[src/rtl/ble_uart_pkg.sv]
// Shared constants and state type for the BLE UART receive path.
// Line terminators, default line length and the line-buffer FSM encoding.
package ble_uart_pkg;

  localparam logic [7:0] CHAR_CR      = 8'h0D;
  localparam logic [7:0] CHAR_LF      = 8'h0A;
  localparam int         DEF_LINE_LEN = 16;

  typedef enum logic {
    ST_COLLECT = 1'b0,
    ST_READY   = 1'b1
  } rx_line_state_t;

  function automatic logic is_terminator(input logic [7:0] b);
    return (b == CHAR_CR) || (b == CHAR_LF);
  endfunction

endpackage

[src/rtl/rx_line_mem.sv]
// Line storage: DEPTH x 8 with one synchronous write port and one asynchronous read port.
// Contents are deliberately not reset; readers only look at addresses below the stored length.
module rx_line_mem #(
  parameter int DEPTH = 16,
  parameter int AW    = $clog2(DEPTH)
) (
  input  logic          clk,
  input  logic          i_wr_en,
  input  logic [AW-1:0] i_wr_addr,
  input  logic [7:0]    i_wr_data,
  input  logic [AW-1:0] i_rd_addr,
  output logic [7:0]    o_rd_data
);

  logic [7:0] r_mem [DEPTH];

  always_ff @(posedge clk) begin
    if (i_wr_en) begin
      r_mem[i_wr_addr] <= i_wr_data;
    end
  end

  assign o_rd_data = r_mem[i_rd_addr];

endmodule

[src/rtl/rx_line_buffer.sv]
// Assembles UART bytes into one CR/LF-terminated line, holds it until the consumer drains it.
// line_ready one cycle after the terminator; bytes arriving while a line is held are dropped.
module rx_line_buffer
  import ble_uart_pkg::*;
#(
  parameter  int MAX_LEN = DEF_LINE_LEN,
  localparam int LEN_W   = $clog2(MAX_LEN + 1)
) (
  input  logic             clk,
  input  logic             rst,
  input  logic [7:0]       rx_data,
  input  logic             rx_valid,
  input  logic             rd_en,
  output logic             line_ready,
  output logic [LEN_W-1:0] line_len,
  output logic [7:0]       rd_data,
  output logic             rd_last,
  output logic             overflow,
  output logic             dropped,
  output logic [7:0]       last_byte
);

  localparam int             AW      = $clog2(MAX_LEN);
  localparam logic [LEN_W-1:0] LEN_MAX = LEN_W'(MAX_LEN);
  localparam logic [LEN_W-1:0] LEN_ONE = LEN_W'(1);

  rx_line_state_t   r_state;
  logic [LEN_W-1:0] r_len;
  logic [LEN_W-1:0] r_rd_ptr;
  logic             r_line_ready;
  logic             r_overflow;
  logic             r_dropped;
  logic [7:0]       r_last_byte;

  logic w_is_term;
  logic w_has_room;
  logic w_store;
  logic w_rd_last;

  assign w_is_term  = is_terminator(rx_data);
  assign w_has_room = (r_len < LEN_MAX);
  assign w_store    = (r_state == ST_COLLECT) && rx_valid && !w_is_term && w_has_room;
  assign w_rd_last  = r_line_ready && (r_rd_ptr == (r_len - LEN_ONE));

  always_ff @(posedge clk) begin
    if (rst) begin
      r_state      <= ST_COLLECT;
      r_len        <= '0;
      r_rd_ptr     <= '0;
      r_line_ready <= 1'b0;
      r_overflow   <= 1'b0;
      r_dropped    <= 1'b0;
      r_last_byte  <= 8'h00;
    end else begin
      // Includes the cycle of the final pop: the line is still held then.
      r_dropped <= rx_valid && (r_state == ST_READY);
      if (rx_valid) begin
        r_last_byte <= rx_data;
      end

      unique case (r_state)
        ST_COLLECT: begin
          if (rx_valid) begin
            if (w_is_term) begin
              if (r_len != '0) begin
                r_state      <= ST_READY;
                r_line_ready <= 1'b1;
                r_rd_ptr     <= '0;
              end
            end else if (w_has_room) begin
              r_len <= r_len + LEN_ONE;
            end else begin
              r_overflow <= 1'b1;
            end
          end
        end
        ST_READY: begin
          if (rd_en) begin
            if (w_rd_last) begin
              r_state      <= ST_COLLECT;
              r_line_ready <= 1'b0;
              r_len        <= '0;
              r_rd_ptr     <= '0;
              r_overflow   <= 1'b0;
            end else begin
              r_rd_ptr <= r_rd_ptr + LEN_ONE;
            end
          end
        end
        default: begin
          r_state <= ST_COLLECT;
        end
      endcase
    end
  end

  rx_line_mem #(
    .DEPTH (MAX_LEN),
    .AW    (AW)
  ) u_mem (
    .clk       (clk),
    .i_wr_en   (w_store),
    .i_wr_addr (r_len[AW-1:0]),
    .i_wr_data (rx_data),
    .i_rd_addr (r_rd_ptr[AW-1:0]),
    .o_rd_data (rd_data)
  );

  assign line_ready = r_line_ready;
  assign line_len   = r_len;
  assign rd_last    = w_rd_last;
  assign overflow   = r_overflow;
  assign dropped    = r_dropped;
  assign last_byte  = r_last_byte;

endmodule

[config.mk]
export PLATFORM = sky130hd
export DESIGN_NAME = rx_line_buffer
export DESIGN_NICKNAME = d
export VERILOG_FILES = /design/src/rtl/ble_uart_pkg.sv /design/src/rtl/rx_line_mem.sv /design/src/rtl/rx_line_buffer.sv
export SDC_FILE = /design/constraint.sdc
export NUM_CORES = 1
export LEC_CHECK = 0
export ABC_CLOCK_PERIOD_IN_PS = 3230
export BUFFER_PORTS_ARGS = -buffer_cell sky130_fd_sc_hd__buf_4
export CAP_MARGIN = 10
export CORE_MARGIN = 2
export CORE_UTILIZATION = 25
export DETAILED_ROUTE_END_ITERATION = 12
export GPL_TIMING_DRIVEN = 0
export PLACE_DENSITY = 0.47
export SLEW_MARGIN = 20
export SYNTH_ARGS = -nofsm -noshare
export SYNTH_HDL_FRONTEND = slang
export SYNTH_HIERARCHICAL = 1
export SYNTH_SLANG_ARGS = --single-unit
[constraint.sdc]
create_clock -name clk -period 3.23 [get_ports clk]
set_clock_uncertainty 0.1 [all_clocks]
set_input_delay 0 -clock clk [delete_from_list [all_inputs] [get_ports clk]]
set_output_delay 0 -clock clk [all_outputs]
set_load 0.02 [all_outputs]
Word level (Yosys, flattened, before mapping) --
Memories as Yosys holds them, arrays and structs flattened. A register that Yosys moved wholly into a read port is not among the register bits. Cells that the tools add are included.
Operators by class: $add $sub $neg 3, order comparisons 1, equality and inequality tests 11, muxes and demuxes 32, bitwise gates (word level) 1, reduce and logical (&&, ||, !) cells 12
Operator list (count):
- 5-bit 2-to-1 mux | 10
- 5-bit case mux with 2 select lines | 2
- 8-bit by 4-bit equality test with 1-bit output (second input constant) | 2
- 1-bit 2-to-1 mux | 15
- 5-bit AND reduction | 3
- 2-bit inequality test (second input constant) | 7
- 5-bit by 1-bit adder with 5-bit output (second input constant) | 2
- 4-bit 2-to-1 mux | 2
- 1-bit case mux with 2 select lines | 3
- 5-bit equality test | 1
- 1-bit logical AND | 5
- 5-bit < comparator (second input constant) | 1
- 5-bit nonzero test | 1
- 5-bit by 1-bit subtractor with 5-bit output (second input constant) | 1
- 4-bit AND reduction | 1
- 2-bit by 1-bit inequality test with 1-bit output (second input constant) | 1
- 1-bit logical NOT | 1
- 1-bit logical OR | 1
- 1-bit NOT | 1
Word-level totals: register bits after elaboration 22, bits in writable memories 128, bits of input ports 12, output and inout port bits 25, logic and storage cells 68, memories kept 1
Memory list:
- u_mem.r_mem | depth 16, width 8, rd ports 1, clocked after Yosys merged registers in 1, write ports 1, line rx_line_mem.sv:15 | logic [7:0] r_mem [DEPTH];

Depth between registers and ports, before layout --
Gate-level depths: netlist of run 1.
word-level depth 8, gate-level depth with buffers 8, gate-level depth less buffers 7

Modules after synthesis --
The synthesis of run 1 kept the hierarchy.
Modules (own cells, without submodules):
- rx_line_mem | instances 1, cells an instance 221, area an instance 4987.3 um^2, seq. area each 3843.7 um^2
- rx_line_buffer | instances 1, cells an instance 128, area an instance 1148.6 um^2, seq. area each 440.4 um^2

Least setup slack after synthesis of run 1 --
Ideal clock, no wire load.
path kind register to register, start point reg r_state, end point mem u_mem.r_mem[0][0], enable pin, setup time 383 ps, data arrival time 2178 ps, data required time 2747 ps, setup slack 569 ps, stages on the path, launching flop included 7, buffers on the path 1, period minus slack after synthesis 2661 ps, cells stage by stage dfxtp_1 -> clkbuf_1 -> and2b_1 -> nand2_1 -> nor2_1 -> or3b_2 -> nor3_1
On the way: word-level cells in the longest chain between the ends 6
Ends and longest elaborated chain:
- start, declared | line rx_line_buffer.sv:27 | rx_line_state_t r_state;
- start signal, assigned | line rx_line_buffer.sv:47 | r_state <= ST_COLLECT;
- start signal, assigned | line rx_line_buffer.sv:66 | r_state <= ST_READY;
- start signal, assigned | line rx_line_buffer.sv:80 | r_state <= ST_COLLECT;
- 1-bit NOT
- 1-bit logical AND (3 in a row) | line rx_line_buffer.sv:42 | assign w_store = (r_state == ST_COLLECT) && rx_valid && !w_is_term && w_has_room;
- net w_store | line rx_line_buffer.sv:37 | logic w_store;
- 1-bit 2-to-1 mux | line rx_line_mem.sv:18 | if (i_wr_en) begin
- 1-bit 2-to-1 mux (not written as such) | line rx_line_mem.sv:19 | r_mem[i_wr_addr] <= i_wr_data;
- end, declared | line rx_line_mem.sv:15
The timed path passes the listed nets, and every way through them passes these cells.

Worst setup path after layout of run 1 --
start point reg r_state, end point mem u_mem.r_mem[3][4], enable pin
Same word-level chain as after synthesis.

==> summary.txt, run 1 <==
Floorplan
  – Die Height: 161 um
  – Initial Util: 25.4%
  – Die Wd: 161 um
  – I/O pins: 37
  – Placeable Area: 24200 sq um
  – Row cnt: 57
  – Die ar.: 25800 sq um

Synthesis
  – Cell Area, Synth: 6140 sq um
  – Post-synth top flop: edfxtp_1
  – Synth top area share: 62.6%
  – Synth area leaders: edfxtp_1, dfxtp_1, mux4_2
  – Synth Warn #: 6
  – Synth unique cells: 45
  – Seq/Total Area, Yosys: 69.8%
  – Cells after Synth: 349
  – Yosys reg bits: 150
  – Post-synth top cells: edfxtp_1, nor2_1, dfxtp_1, mux4_2, a22oi_1
  – Post-synth EDFFs: 128
  – Avg Inst Size Synth: 17.6 sq um
  – Dominant cell type by area after synthesis: edfxtp_1
  – Ys async rst share: 0%
  – Most numerous cell in the Yosys netlist: edfxtp_1
  – Post-Synthesis Net Count: 364

STA
  – Setup total negative slack: 0 ns
  – Tightest Pin Transition: 0.878 ns
  – Final hold vios: 0
  – Fmax: 0.343 GHz
  – Final setup viols: 0
  – Final Slew Violations: 0
  – Time the worst path needs with I/O delays and setup: 2.92 ns
  – Rel. slew slack: 41.3%
  – Hold Slack: 0.215 ns
  – Final period utilization: 90.3%
  – RSZ-0062 raised after global routing: no

Clock network
  – CTS tree: built
  – Clock Tree Buf Depth: 2
  – Clock root cell: clkbuf_16
  – Clock slew at reported path FFs: 0.06 ns
  – Clk_lat worst skew: 0.42 ns
  – # H-tree levels: 4
  – CTS Sinks: 150
  – CTS buffer count: 17

Global routing
  – Largest net degree at the start of global routing: 20
  – Initial antenna violation count: 0
  – Grt ovf: 0
  – Vias in the first global route: 3425
  – First-pass GRT wire length: 21.9 mm
  – Total GRT Usage: 11.7%

Power
  – VDD IR max: 0.349 mV
  – Leakage: 0.00249 uW
  – Total power: 4310 uW
  – Pwr/cell area: 571 nW/um^2

Setup path
  – Crit path kind: register to register
  – Element type at the critical path start: register
  – CP max FO: 10
  – Required time of the critical path: 3.18 ns
  – CP endpoint kind: register
  – Worst path arrival time: 2.87 ns

Route
  – DR DRC count: 0
  – Vias per cell: 4.43
  – Via count: 3329
  – DRT Wirelength: 14.3 mm
  – Pre-antenna DRT Iters: 4
  – Iter 0 DRT Violations: 240
  – DRT antenna net count: 0
  – Avg WL per Cell: 19.0 um

Placed design
  – GP Congestion: 0.718
  – Cells after DPL: 709
  – I/O Buffers: 35
  – HPWL Detailed: 9.20 mm

Layout
  – Layout Cells excl Fill: 752
  – Final #Nets: 430
  – Share of layout cells above drive strength 1: 25.2%
  – Antenna diodes: 0
  – Area growth syn-to-layout: 22.8%

Min path
  – Worst Hold Class: input pin to register

Run status
  – Status: finished, final reports clean

Run
  – Max cap viols: 0
-- worst max-delay path: stages, from the launching register on --
cell and delay, ns:
dfxtp_1 0.30, clkbuf_1 0.24, and2b_1 0.37, nand2_1 0.16, nor2_1 0.30, or3b_2 0.55, nor2_2 0.51
-- kinds of logic (layout without fill, tap and decap cells) --
kind of cell	after synthesis	after routing	share of synthesized area [%]
adders and majority gates	3	3	0.612
buffers and inverters	22	101	2.41
muxes	40	40	13.9
and+or+nand+nor	79	79	6.63
xor gates and xnor gates	8	8	1.14
AOI/OAI and AO/OA	47	47	5.49
DFF	150	150	69.8
-- registers in the layout, indices dropped and copies added (netlist names) --
register and flops:
overflow 1, line_len 5, last_byte 8, line_ready 1, r_state 1, dropped 1, u_mem/r_mem 128, r_rd_ptr 5
-- final timing paths --
| path | start | end | slack [ns] | cells after the start |
|---|---|---|---|---|
| worst max-delay path | r_state$_SDFF_PP0_ | u_mem/r_mem[3][4]$_DFFE_PP_ | 0.31 | 6 |
| worst min-delay path | rst | line_len[2]$_SDFFE_PP0P_ | 0.22 | 3 |
| worst max register to register | r_state$_SDFF_PP0_ | u_mem/r_mem[3][4]$_DFFE_PP_ | 0.31 | 6 |
| worst min register to register | overflow$_SDFFE_PP0P_ | overflow$_SDFFE_PP0P_ | 0.38 | 2 |
-- stage by stage --
step	utilization (%)	setup WS, ns	cell area, sq um
2_1_floorplan	-	0.569	6140
3_3_place_gp	28.1	-0.388	6800
3_5_place_dp	28.3	0.0460	6830
4_1_cts	31.2	0.00634	7530
5_1_grt	31.2	0.125	7540
6_report	31.2	0.315	7540
-- cells in the final DEF (no fill, tap or decap), types with 4 or more instances in the layout --
cell type and instances:
clkbuf_16 17, nor2_1 26, buf_4 37, clkbuf_1 6, dfxtp_1 22, xnor2_1 5
mux2i_1 8, o21ai_1 5, mux4_1 14, inv_1 6, buf_2 4, mux4_2 18
nand3b_1 4, a21oi_1 9, nand2_1 16, nand3_1 5, nor3_2 5, dlygate4sd3_1 11
buf_6 5, edfxtp_1 128, a22oi_1 17
-- metal layers --
layer | part of all wire (%) | track usage, %
met1 | 46 | 16.0
met2 | 49 | 18.3
met3 | 4.9 | 2.48
met4 | 0.87 | 4.18
met5 | 0 | 0
-- power by group --
group          total, uW  leakage (uW)  switching [uW]  internal (uW)
Sequential          2140       0.00134            16.5           2130
Combinational        192      0.000865             118           74.3
Clock               1970      0.000288             756           1220
-- area by class of cell --
cell class / count / area [sq um]
clock buffers: 20 / 437
fillers: 2342 / 16600
well taps: 324 / 405
multi-input cells: 177 / 1730
inverters: 6 / 22.5
repair buffers: 47 / 380
flip-flops and latches: 150 / 4280
plain buffers: 16 / 125
clock inverters: 12 / 151
-- what timing repair did --
item,4_1_cts,5_1_grt
resized for setup,1,2
endpoints found under the setup margin,8,16
pin swaps,0,0
hold endpoints to repair,144,0
hold buffers,11,0
setup buffers,0,0
No activity file was read; power rests on OpenSTA's default activity.
==> run 2: changes to the inputs <==
--- a/config.mk
+++ b/config.mk
@@ -8,11 +8,14 @@
 export ABC_CLOCK_PERIOD_IN_PS = 3230
 export BUFFER_PORTS_ARGS = -buffer_cell sky130_fd_sc_hd__buf_4
 export CAP_MARGIN = 10
+export CELL_PAD_IN_SITES_DETAIL_PLACEMENT = 1
+export CELL_PAD_IN_SITES_GLOBAL_PLACEMENT = 1
 export CORE_MARGIN = 2
 export CORE_UTILIZATION = 25
 export DETAILED_ROUTE_END_ITERATION = 12
+export GPL_ROUTABILITY_DRIVEN = 0
 export GPL_TIMING_DRIVEN = 0
-export PLACE_DENSITY = 0.47
+export PLACE_DENSITY = 0.51
 export SLEW_MARGIN = 20
 export SYNTH_ARGS = -nofsm -noshare
 export SYNTH_HDL_FRONTEND = slang
==> run 2 against run 1 <==
  * Critical path type unchanged
  * Via count grew 0.33%
  * Clock-buffer cell count shrank 2
  * Largest power group unchanged
  * Combinational power hardly changed
  * Clock power is 8% lower
  * Sequential share of layout area up 0.42 points
  * Routed wire length increased by 5.2%
  * Final cell count shrank 0.13%
==> summary.txt, run 2 (synthesis results as in run 1) <==
Clock network
  – CTS buffer count: 17 (unchanged)
  – Postcts setup bufs: 0 (unchanged)
  – CTS tree: built
  – Clock slew at reported path FFs: 0.06 ns (about the same)
  – Clk_lat worst skew: 0.42 ns (about the same)
  – Clock Tree Buf Depth: 2 (unchanged)
  – # H-tree levels: 4 (unchanged)
  – Clock root cell: clkbuf_16
  – CTS Sinks: 150 (unchanged)

Setup path
  – Required time of the critical path: 3.17 ns (about the same)
  – Reg2Reg Launch Point: r_state$_SDFF_PP0_
  – Element type at the critical path start: register
  – Crit path largest cell delay: 0.63 ns (+0.08 ns)
  – Most frequent CP cell: nor2_1
  – CP startpoint: r_state$_SDFF_PP0_
  – CP endpoint kind: register
  – FF-to-FF setup slack: 0.14 ns (-0.17 ns)
  – CP bufs+invs: 1 (unchanged)
  – CP max FO: 10 (unchanged)
  – Critical path's slowest cell: nor2_1
  – Worst path arrival time: 3.03 ns (+0.16 ns)
  – Crit path kind: register to register
  – Crit-path cells: clkbuf_1, and2b_1, nand2_1, nor2_1, or3b_2, nor2_1
  – Kind of cell adding the most delay to the critical path: simple AND/OR/NAND/NOR gates

Global routing
  – Vias in the first global route: 3535 (+3.2%)
  – Largest net degree at the start of global routing: 20 (unchanged)
  – First-pass GRT wire length: 22.8 mm (+4.3%)
  – Total GRT Usage: 12.3% (+0.66 points)
  – Grt ovf: 0 (unchanged)
  – Initial antenna violation count: 0 (unchanged)

Placed design
  – I/O Buffers: 35 (unchanged)
  – HPWL Detailed: 9.80 mm (+6.6%)
  – Place WS: 0.0881 ns (+0.0422 ns)

STA
  – Final hold vios: 0 (unchanged)
  – RSZ-0062 raised after global routing: yes
  – PnR worst setup slack: 0.143 ns (-0.171 ns)
  – Tightest Pin Transition: 0.907 ns (+0.0297 ns)
  – Fmax: 0.324 GHz (-5.6%)
  – Rel. slew slack: 39.2% (-2.1 points)
  – Final setup viols: 0 (unchanged)
  – Final period utilization: 95.6% (+5.3 points)
  – Time the worst path needs with I/O delays and setup: 3.09 ns (+0.171 ns)
  – Final Slew Violations: 0 (unchanged)

Route
  – Avg WL per Cell: 20.0 um (+5.4%)
  – Post-Route M1 WL: 6.84 mm (+5.1%)
  – WL met2: 7.54 mm (+8.4%)
  – Iter 0 DRT Violations: 200 (-17%)
  – DR DRC count: 0 (unchanged)
  – Uppermost layer routed: met4
  – Via count: 3340 (+0.33%)
  – DRT antenna net count: 0 (unchanged)
  – Routed wl met3: 610 um (-12%)
  – Pre-antenna DRT Iters: 4 (unchanged)
  – DRT Wirelength: 15.0 mm (+5.2%)
  – Vias per cell: 4.45 (+0.46%)

Layout
  – Commonest cells after routing, fill and taps aside: edfxtp_1, buf_4, nor2_1
  – Reg with most FFs: u_mem/r_mem
  – Final #Nets: 429 (-0.23%)
  – Max reg flops: 128 (unchanged)
  – Commonest non-fill, non-tap cell in the layout: edfxtp_1
  – Share of layout cells above drive strength 1: 25.3% (+0.059 points)
  – Area growth syn-to-layout: 21.9%
  – Antenna diodes: 0 (unchanged)

Floorplan
  – Row cnt: 57 (unchanged)
  – I/O pins: 37 (unchanged)
  – Die Wd: 161 um (unchanged)
  – Die ar.: 25800 sq um (unchanged)
  – Initial Util: 25.4% (unchanged)
  – Die Height: 161 um (unchanged)
  – Placeable Area: 24200 sq um (unchanged)

Min path
  – Hold Startpoint: rst
  – Worst Hold Class: input pin to register

Power
  – Leakage: 0.00245 uW (-1.4%)
  – Total power: 4150 uW (-3.6%)
  – Pwr/cell area: 555 nW/um^2 (-2.9%)
  – VDD IR max: 0.250 mV (-28%)

Run status
  – Status: finished, final reports clean

Run
  – Max cap viols: 0 (unchanged)
[run 2: cell types whose count changed in the layout (fill, tap and decap cells not counted), sizes merged]
cell      change
buf           -1
inv           +4
clkinvlp      +4
bufinv        -3
clkbuf        -2
clkinv        -3
[run 2: area by class of cell]
| class | instances | area [sq um] |
|---|---|---|
| clock buffers | 18 | 429 |
| repair buffers | 46 | 373 |
| fillers | 2507 | 16700 |
| flip-flops and latches | 150 | 4280 |
| multi-input cells | 177 | 1730 |
| plain buffers | 16 | 125 |
| inverters | 6 | 22.5 |
| clock inverters | 14 | 116 |
| well taps | 324 | 405 |
[run 2: final timing paths]
path | to | cells after the start
setup reg to reg | u_mem/r_mem[1][5]$_DFFE_PP_ | 6
hold reg to reg | overflow$_SDFFE_PP0P_ | 2
setup / recovery | u_mem/r_mem[1][5]$_DFFE_PP_ | 6
hold / removal | line_len[2]$_SDFFE_PP0P_ | 3
[run 2: power breakdown]
| part | switching [uW] | total [uW] | internal (uW) |
|---|---|---|---|
| combinational | 117 | 189 | 72.5 |
| clock | 813 | 1820 | 1000 |
| sequential | 18.9 | 2140 | 2120 |
[run 2: repair_timing]
item	in CTS	in global routing
hold endpoints to repair	144	0
endpoints found under the setup margin	0	24
hold buffers	11	0
gates resized for setup	0	1
[run 2: layer usage]
metal,track usage (%),vias up
met5,0,-
met4,2.33,0
met3,3.46,4
met2,20.0,63
met1,16.7,1742
li1,-,1531
[run 2: worst reg2reg max path, delay by kind of cell, from the launching register on]
kind	cells	cell delay, ns
DFF	1	0.30
buffers and inverters	1	0.23
and+or+nand+nor	5	2.08
[run 2: per-stage QoR]
| step | cell area [sq um] | TNS (ns) | util, % | std cells | hold slack [ns] |
|---|---|---|---|---|---|
| floorplan | 6140 | 0 | - | 349 | -0.0354 |
| global placement | 6800 | -2.40 | 28.1 | 708 | 0.105 |
| detailed placement | 6820 | 0 | 28.2 | 708 | 0.110 |
| CTS | 7480 | 0 | 30.9 | 751 | 0.212 |
| global route | 7480 | -1.47 | 30.9 | 751 | 0.226 |
| finish | 7480 | 0 | 30.9 | 751 | 0.218 |
==> run 3: changes to the inputs <==
--- a/config.mk
+++ b/config.mk
@@ -14,7 +14,6 @@
 export CORE_UTILIZATION = 25
 export DETAILED_ROUTE_END_ITERATION = 12
 export GPL_ROUTABILITY_DRIVEN = 0
-export GPL_TIMING_DRIVEN = 0
 export PLACE_DENSITY = 0.51
 export SLEW_MARGIN = 20
 export SYNTH_ARGS = -nofsm -noshare
==> run 3 against run 2 <==
  * First-iteration DRC count down 0.50%
  * Setup slack better by 0.14 ns
  * Non-clock buffer count up 3
  * Hold slack better by 0.15 ns
  * Critical path type unchanged
  * Largest cell class unchanged
==> summary.txt, run 3 (synthesis results as in run 1) <==
Run
  – Max cap viols: 0 (unchanged)

Floorplan
  – Die Wd: 161 um (unchanged)
  – Initial Util: 25.4% (unchanged)
  – Die Height: 161 um (unchanged)
  – Row cnt: 57 (unchanged)
  – Placeable Area: 24200 sq um (unchanged)
  – I/O pins: 37 (unchanged)
  – Die ar.: 25800 sq um (unchanged)

Power
  – VDD IR max: 0.348 mV (+40%)
  – Leakage: 0.00250 uW (+1.9%)
  – Pwr/cell area: 574 nW/um^2 (+3.6%)

Setup path
  – Required time of the critical path: 3.44 ns (+0.27 ns)
  – CP max FO: 14 (+4)
  – Crit path kind: register to register
  – Critical path's slowest cell: dfxtp_1
  – Crit path largest cell delay: 0.64 ns (about the same)
  – CP startpoint: line_len[0]$_SDFFE_PP0P_
  – Crit-path cells: inv_1, ha_1, xor2_1, nand3_1, or4_4, o2111ai_1, a21oi_1, dlygate4sd3_1
  – FF-to-FF setup slack: 0.28 ns (+0.14 ns)
  – R2R depth: 8 (+2)
  – CP endpoint kind: register
  – Worst path arrival time: 3.16 ns (+0.13 ns)
  – Element type at the critical path start: register
  – Crit Reg-Reg Endpoint: r_rd_ptr[4]$_SDFFE_PP0P_
  – Reg2Reg Launch Point: line_len[0]$_SDFFE_PP0P_
  – CP endpoint: r_rd_ptr[4]$_SDFFE_PP0P_

STA
  – Final Slew Violations: 0 (unchanged)
  – PnR worst setup slack: 0.280 ns (+0.137 ns)
  – Final period utilization: 91.3% (-4.2 points)
  – RSZ-0062 raised after global routing: no
  – Rel. slew slack: 45.6% (+6.5 points)
  – Fmax: 0.339 GHz (+4.6%)
  – Time the worst path needs with I/O delays and setup: 2.95 ns (-0.137 ns)
  – Final setup viols: 0 (unchanged)
  – Tightest Pin Transition: 0.812 ns (-0.0950 ns)
  – Setup total negative slack: 0 ns (unchanged)
  – Hold Slack: 0.369 ns (+0.151 ns)
  – Final hold vios: 0 (unchanged)

Route
  – Avg WL per Cell: 19.4 um (-3.2%)
  – DRT Wirelength: 14.6 mm (-2.8%)
  – Iter 0 DRT Violations: 199 (-0.50%)
  – Vias per cell: 4.40 (-1.2%)
  – DR DRC count: 0 (unchanged)
  – DRT antenna net count: 0 (unchanged)
  – Pre-antenna DRT Iters: 4 (unchanged)
  – Via count: 3314 (-0.78%)

Placed design
  – I/O Buffers: 36 (+2.9%)
  – HPWL Detailed: 9.49 mm (-3.2%)
  – Dpl cell area: 6830 sq um (about the same)
  – Place WS: 0.660 ns (+0.571 ns)

Global routing
  – Total GRT Usage: 11.8% (-0.53 points)
  – First-pass GRT wire length: 22.1 mm (-2.9%)
  – Vias in the first global route: 3618 (+2.3%)
  – Grt ovf: 0 (unchanged)
  – Initial antenna violation count: 0 (unchanged)
  – Largest net degree at the start of global routing: 36 (+80%)

Layout
  – Commonest cells after routing, fill and taps aside: edfxtp_1, buf_4, nor2_1
  – Antenna diodes: 0 (unchanged)
  – Final #Nets: 432 (+0.70%)
  – Reg with most FFs: u_mem/r_mem
  – Cell area after layout: 7550 sq um (+0.90%)
  – Max reg flops: 128 (unchanged)
  – Commonest non-fill, non-tap cell in the layout: edfxtp_1
  – Share of layout cells above drive strength 1: 25.3% (+0.056 points)
  – Area growth syn-to-layout: 23.0%

Clock network
  – CTS tree: built
  – Clk_lat worst skew: 0.42 ns (about the same)
  – Clock root cell: clkbuf_16
  – Clock slew at reported path FFs: 0.06 ns (about the same)
  – CTS buffer count: 17 (unchanged)
  – Clock Tree Buf Depth: 2 (unchanged)
  – # H-tree levels: 4 (unchanged)
  – # resized after CTS: 0 (unchanged)
  – CTS Sinks: 150 (unchanged)

Min path
  – Worst Hold Class: input pin to register
  – Hold Startpoint: rst

Run status
  – Status: finished, final reports clean
## run 3: changes by cell type in the layout (fill, tap and decap cells not counted), sizes merged
| cell | before | now |
|---|---|---|
| clkdlybuf4s25 | 3 | 0 |
| inv | 13 | 10 |
| dlygate4sd3 | 11 | 12 |
| buf | 45 | 53 |
| bufinv | 0 | 3 |
| clkbuf | 21 | 18 |
## run 3: area by class of cell
type | count | area (sq um)
tap | 324 | 405
clock inverter | 14 | 173
sequential | 150 | 4290
clock buffer | 18 | 429
multi-input combinational | 177 | 1700
timing repair buffer | 65 | 531
inverter | 6 | 22.5
fill | 2487 | 16600
## run 3: metal layers
| layer | track usage [%] | vias up | share of wire [%] |
|---|---|---|---|
| li1 | - | 1538 | - |
| met5 | 0 | - | 0 |
| met3 | 3.28 | 13 | 5.7 |
| met2 | 18.6 | 68 | 47 |
| met1 | 16.1 | 1695 | 47 |
| met4 | 2.95 | 0 | 0.95 |
## run 3: stage by stage
stage | total power [uW] | util, % | instances
2_1_floorplan | 2270 | - | 349
3_3_place_gp | 2360 | 28.2 | 710
3_5_place_dp | 2360 | 28.2 | 710
4_1_cts | 4390 | 31.2 | 754
5_1_grt | 4490 | 31.2 | 754
6_report | 4340 | 31.2 | 754
## run 3: worst min path at each step
stage / end / cells after the start
floorplan: line_len[2]$_SDFFE_PP0P_ / 1
finish: line_len[2]$_SDFFE_PP0P_ / 3
global route: dropped$_SDFF_PP0_ / 4
global placement: r_rd_ptr[4]$_SDFFE_PP0P_ / 3
CTS: r_rd_ptr[2]$_SDFFE_PP0P_ / 4
detailed placement: r_rd_ptr[4]$_SDFFE_PP0P_ / 3
## run 3: power breakdown
group	total, uW	switching [uW]	leakage (uW)	internal (uW)
Combinational	187	112	0.000882	74.8
Sequential	2140	16.6	0.00134	2130
Clock	2010	788	0.000281	1220
Total	4340	916	0.00250	3420
## run 3: timing repair
item                                   CTS  global route
setup buffers                            0             0
endpoints found under the hold margin  150             0
hold buffers                            12             0
## run 3: critical path: cells and delay by family (launching register included)
family,cells,cell delay [ns]
adder cells (fa/ha/maj),1,0.34
XOR/XNOR,1,0.15
AO/OA/AOI/OAI,2,0.20
flip-flops,1,0.64
AND/OR/NAND/NOR,2,0.72
buffers and inverters,2,0.69
